`config.mk`:
```
export PLATFORM = sky130hd
export DESIGN_NAME = hazard_pipe_regs
export DESIGN_NICKNAME = d
export VERILOG_FILES = /design/src/rtl/hazard_pipe_regs_pkg.sv /design/src/rtl/hazard_pipe_regs_pipe_stage.sv /design/src/rtl/hazard_pipe_regs.sv
export SDC_FILE = /design/constraint.sdc
export NUM_CORES = 1
export LEC_CHECK = 0
export BUFFER_PORTS_ARGS = -buffer_cell sky130_fd_sc_hd__buf_2
export CAP_MARGIN = 20
export CORE_ASPECT_RATIO = 1.2
export CORE_MARGIN = 2
export CORE_UTILIZATION = 51
export CTS_CLUSTER_SIZE = 10
export DETAILED_ROUTE_END_ITERATION = 16
export HOLD_SLACK_MARGIN = 0.03
export PLACE_DENSITY = 0.95
export RECOVER_POWER = 50
export SLEW_MARGIN = 20
export SYNTH_ARGS = -nofsm -noshare
export SYNTH_HDL_FRONTEND = slang
export SYNTH_SLANG_ARGS = --single-unit
```
`constraint.sdc`:
```
create_clock -name clk -period 11.34 [get_ports clk]
set_clock_uncertainty 0.1 [all_clocks]
set_input_delay 1.134 -clock clk [delete_from_list [all_inputs] [get_ports clk]]
set_output_delay 1.134 -clock clk [all_outputs]
set_load 0.05 [all_outputs]
```
`src/rtl/hazard_pipe_regs_pkg.sv`:
```
// Shared constants and tuple types for the D->E->M->W write-back metadata chain.
// Also imported by stallctrl for REG_ZERO.
package hazard_pipe_regs_pkg;

   localparam int          TNEW_W    = 2;
   localparam logic [31:0] NOP_INSTR = 32'h0;
   localparam logic [31:0] BUBBLE_PC = 32'h0;
   localparam logic [4:0]  REG_ZERO  = 5'd0;

   typedef struct packed {
      logic [31:0]       pc;
      logic [31:0]       instr;
      logic              regw;
      logic [4:0]        regwa;
      logic [TNEW_W-1:0] tnew;
   } stage_t;

   // W results are always forwardable, so the W tuple has no Tnew field.
   typedef struct packed {
      logic [31:0] pc;
      logic [31:0] instr;
      logic        regw;
      logic [4:0]  regwa;
   } wb_t;

   localparam stage_t STAGE_BUBBLE = '{pc: BUBBLE_PC, instr: NOP_INSTR, regw: 1'b0,
                                       regwa: REG_ZERO, tnew: '0};
   localparam wb_t    WB_BUBBLE    = '{pc: BUBBLE_PC, instr: NOP_INSTR, regw: 1'b0,
                                       regwa: REG_ZERO};

   function automatic logic [TNEW_W-1:0] age_tnew(input logic [TNEW_W-1:0] t);
      return (t != '0) ? t - TNEW_W'(1) : '0;
   endfunction

endpackage

```
`src/rtl/hazard_pipe_regs_pipe_stage.sv`:
```
// One pipeline register for a stage tuple; latency 1 cycle.
// No backpressure: clear_i loads a bubble instead of the incoming tuple.
module pipe_stage
   import hazard_pipe_regs_pkg::*;
#(
   parameter type T      = stage_t,
   parameter T    BUBBLE = T'('0)
) (
   input  logic clk,
   input  logic reset,
   input  logic clear_i,
   input  T     d_i,
   output T     q_o
);

   T q_q;

   always_ff @(posedge clk or posedge reset) begin
      if (reset) begin
         q_q <= T'('0);
      end else if (clear_i) begin
         q_q <= BUBBLE;
      end else begin
         q_q <= d_i;
      end
   end

   assign q_o = q_q;

endmodule

```
`src/rtl/hazard_pipe_regs.sv`:
```
// D->E->M->W register chain carrying write-back metadata with Tnew ageing; 1/2/3 cycles to E/M/W.
// No backpressure: isStall injects a bubble into E while older stages keep draining.
module hazard_pipe_regs
   import hazard_pipe_regs_pkg::*;
#(
   parameter int CNT_W = 32
) (
   input  logic              clk,
   input  logic              reset,
   input  logic              isStall,
   input  logic [31:0]       D_pc,
   input  logic [31:0]       D_instr,
   input  logic              D_regW,
   input  logic [4:0]        D_regWa,
   input  logic [TNEW_W-1:0] D_Tnew,
   output logic [31:0]       E_pc,
   output logic [31:0]       M_pc,
   output logic [31:0]       W_pc,
   output logic [31:0]       E_instr,
   output logic [31:0]       M_instr,
   output logic [31:0]       W_instr,
   output logic              E_regW,
   output logic              M_regW,
   output logic              W_regW,
   output logic [4:0]        E_regWa,
   output logic [4:0]        M_regWa,
   output logic [4:0]        W_regWa,
   output logic [TNEW_W-1:0] E_Tnew,
   output logic [TNEW_W-1:0] M_Tnew,
   output logic [CNT_W-1:0]  bubbleCnt
);

   stage_t           d_san;
   stage_t           e_q;
   stage_t           m_d;
   stage_t           m_q;
   wb_t              w_d;
   wb_t              w_q;
   logic [CNT_W-1:0] cnt_q;
   logic [CNT_W-1:0] cnt_d;

   // A write to $0 must never look like a pending write to the hazard logic.
   always_comb begin
      d_san       = STAGE_BUBBLE;
      d_san.pc    = D_pc;
      d_san.instr = D_instr;
      d_san.regw  = D_regW && (D_regWa != REG_ZERO);
      d_san.regwa = d_san.regw ? D_regWa : REG_ZERO;
      d_san.tnew  = D_Tnew;
   end

   always_comb begin
      m_d      = e_q;
      m_d.tnew = age_tnew(e_q.tnew);
   end

   assign w_d = '{pc: m_q.pc, instr: m_q.instr, regw: m_q.regw, regwa: m_q.regwa};

   pipe_stage #(.T(stage_t), .BUBBLE(STAGE_BUBBLE)) u_e (
      .clk(clk), .reset(reset), .clear_i(isStall), .d_i(d_san), .q_o(e_q)
   );

   pipe_stage #(.T(stage_t), .BUBBLE(STAGE_BUBBLE)) u_m (
      .clk(clk), .reset(reset), .clear_i(1'b0), .d_i(m_d), .q_o(m_q)
   );

   pipe_stage #(.T(wb_t), .BUBBLE(WB_BUBBLE)) u_w (
      .clk(clk), .reset(reset), .clear_i(1'b0), .d_i(w_d), .q_o(w_q)
   );

   always_comb begin
      cnt_d = cnt_q;
      if (isStall && !(&cnt_q)) begin
         cnt_d = cnt_q + CNT_W'(1);
      end
   end

   always_ff @(posedge clk or posedge reset) begin
      if (reset) begin
         cnt_q <= '0;
      end else begin
         cnt_q <= cnt_d;
      end
   end

   assign E_pc      = e_q.pc;
   assign E_instr   = e_q.instr;
   assign E_regW    = e_q.regw;
   assign E_regWa   = e_q.regwa;
   assign E_Tnew    = e_q.tnew;
   assign M_pc      = m_q.pc;
   assign M_instr   = m_q.instr;
   assign M_regW    = m_q.regw;
   assign M_regWa   = m_q.regwa;
   assign M_Tnew    = m_q.tnew;
   assign W_pc      = w_q.pc;
   assign W_instr   = w_q.instr;
   assign W_regW    = w_q.regw;
   assign W_regWa   = w_q.regwa;
   assign bubbleCnt = cnt_q;

endmodule
```
==> flow_summary_export.csv <==
group,metric,value,unit
status,status,"finished with violations",
status,violations,"max-capacitance violations, max-slew violations",
detailed_routing,drc,0,
clock_tree,clk_latency,0.51,ns
clock_tree,holdBufCountCts,0,
worst_setup_path,r2r_slack,8.96,ns
die,dieArea,16800,um2
yosys,ys_types,34,
detailed_routing,via_per_inst,4.88,
worst_setup_path,start_kind,"primary input",
placed_design,post-place-ws,8.06,ns
power_and_ir_drop,peakVddDrop,124,uV
timing,hold_ws,0.262,ns
die,fp.dieH,141,um
worst_setup_path,path_class,"in2async",
global_routing,first_global_vias,5072,
worst_hold_path,hold_path_startpoint,"u_m.q_o[15]",
yosys,synth_top_area_frac,0.767,
worst_setup_path,rr_startpoint,"bubbleCnt[12]",
yosys,synthMuxAreaShare,0.00281,
clock_tree,post_cts_buffers,0,
cells_and_area,area_growth,25.4,%
worst_setup_path,cpPeakStageDelay,3.59,ns
worst_setup_path,end_kind,"asynchronous set/reset pin",
yosys,synth_flop_cell,"dfrtp_1",
cells_and_area,layout_common_cells,"buf_2, dfrtp_1, nor2b_1",
timing,finalSetupViolCount,0,
detailed_routing,wl,20.1,mm
clock_tree,tritoncts,"yes",
global_routing,grt_max_degree,156,
global_routing,grt.total_usage,0.235,
yosys,syn_avg_cell_area,15.8,um2
yosys,synth-edff-count,0,
die,io_pins,321,
worst_setup_path,crit_slowest_cell,"clkinvlp_2",
timing,finalHoldViolCount,0,
cells_and_area,final_layout_size_suffix_gt1_frac,0.469,
clock_tree,ctsRootBufferMaster,"clkbuf_16",
global_routing,grt.overflow.total,0,
timing,slew_viol_final,231,
yosys,netlist_area,8020,um2
die,die_w,119,um
yosys,synth-simple-area-share,0.119,
worst_setup_path,path_delay_family,"buffers and inverters",
yosys,synth_xor_area_frac,0.0306,
yosys,synth-seq-cells,246,
clock_tree,cts_resized,0,
yosys,ys.warnings.count,0,
detailed_routing,drtIter0Drc,245,
detailed_routing,drtAntennaViolNets,0,
power_and_ir_drop,pwr_density_cell,202,nW/um2
timing,maxSlewHeadroom,-3.37,
worst_setup_path,crit_fanout,155,
placed_design,gp_congestion,0.859,
timing,worst_pin_slew,6.51,ns
global_routing,grt_first_pass_wirelength,29.9,mm
clock_tree,clockBufferDepth,3,
placed_design,hpwlAfterDp,13.7,mm
worst_setup_path,crit_start,"reset",
yosys,netlist_top_cells_area,"dfrtp_1, buf_4, nor2b_1",
yosys,ys_async_sr_fraction,1.00,
cells_and_area,layout.nets,857,
worst_hold_path,holdCritPathClass,"reg2reg",
global_routing,antenna_found_initial,5,
placed_design,io_buffers,320,
worst_setup_path,worstPathRequired,10.65,ns
yosys,ys_seq_area_frac,0.767,
clock_tree,path_clk_slew,0.05,ns
clock_tree,numClockSinks,246,
yosys,synth_compound_gate_area_share,0.00593,
worst_setup_path,crit_arrival,4.93,ns
run,max-cap-violations,2,
yosys,synthAdderAreaFrac,0.00156,
power_and_ir_drop,total_leakage_power,5.55,nW
timing,fmax,178,MHz
cells_and_area,nFillCells,1115,
detailed_routing,vias,4841,
timing,fin_crit,5.62,ns
timing,fin_setup_tns,0,ns
clock_tree,cts_buffers,28,
die,num_rows,50,
timing,post-route-period-util,0.496,
yosys,netlist_instances,509,
worst_setup_path,worstPathCellList,"clkbuf_1 -> clkinvlp_2",
yosys,syn-num-nets,585,
cells_and_area,layout.cells.most_common,"buf_2",
detailed_routing,wl_per_cell,20.2,um
die,start_util,0.517,
worst_setup_path,worst-path-buf-inv,2,
yosys,synth_top_family_by_area,"simple AND/OR/NAND/NOR gates",
die,core_area,15500,um2
clock_tree,cts.htree.levels,1,
yosys,synth_top_area_cell,"dfrtp_1",
detailed_routing,firstDrtPassIters,4,
timing,rsz0062_at_grt,"no",
timing,worst_slack,5.72,ns
[through the flow]
stage          power (W)  instances  area (um2)  utilization
2_1_floorplan    0.00122        509        8020            -
3_3_place_gp     0.00128        959        9330        0.601
3_5_place_dp     0.00129        959        9330        0.601
4_1_cts          0.00205        990       10100        0.649
5_1_grt          0.00210        990       10100        0.648
6_report         0.00204        992       10100        0.648
[cell type report]
cell class / instances / area [um2] / share of cell area
sequential: 246 / 6160 / 0.612
timing repair buffer: 322 / 1620 / 0.161
multi-input combinational: 182 / 1280 / 0.128
clock buffer: 30 / 729 / 0.0725
tap: 208 / 260 / 0.0259
clock inverter: 1 / 5.00 / 0.000497
inverter: 1 / 5.00 / 0.000497
antenna: 2 / 5.00 / 0.000497
[state kept, by name (all words and copies together) (netlist names)]
register   flops
bubbleCnt     32
u_e.q_o       72
u_m.q_o       72
u_w.q_o       70
[synth_stat cells (all sizes together), types with 4 or more instances]
cell / count
and4: 7
nor2b: 68
dfrtp: 246
a21oi: 4
nand4: 8
clkbuf: 7
buf: 73
nand2: 16
xor2: 12
nor2: 4
nor3: 8
xnor2: 16
and2: 10
and3: 9
nand3: 9
[power by group]
part	total, W	internal (W)	switching, W	leakage (nW)
clock network	0.000755	0.000446	0.000309	0.362
logic	0.000312	0.0000645	0.000247	1.99
registers	0.000969	0.000930	0.0000395	3.20
total	0.00204	0.00144	0.000596	5.55
[logic make-up after synthesis]
logic type | after synthesis
simple gates | 145
fa+ha+maj | 1
xor+xnor | 28
flops | 246
buf+inv | 81
compound gates | 6
mux | 2
[final timing paths]
kind | endpoint | cells past startpoint
max | u_m.q_o[55] | 2
min | u_w.q_o[13] | 0
max reg2reg | bubbleCnt[1] | 5
min reg2reg | u_w.q_o[13] | 0
max in group clk | bubbleCnt[24] | 6
min in group asynchronous | u_w.q_o[64] | 2
[metal layers]
metal  wire length [um]  global-route usage  vias to the layer above
met3               1560              0.0732                       59
met2              10700               0.418                      224
met5                 44                   0                        -
met1               7100               0.267                     2454
met4                637              0.0890                        6
li1                   -                   -                     2098
Power figures use the tool's default switching activity.
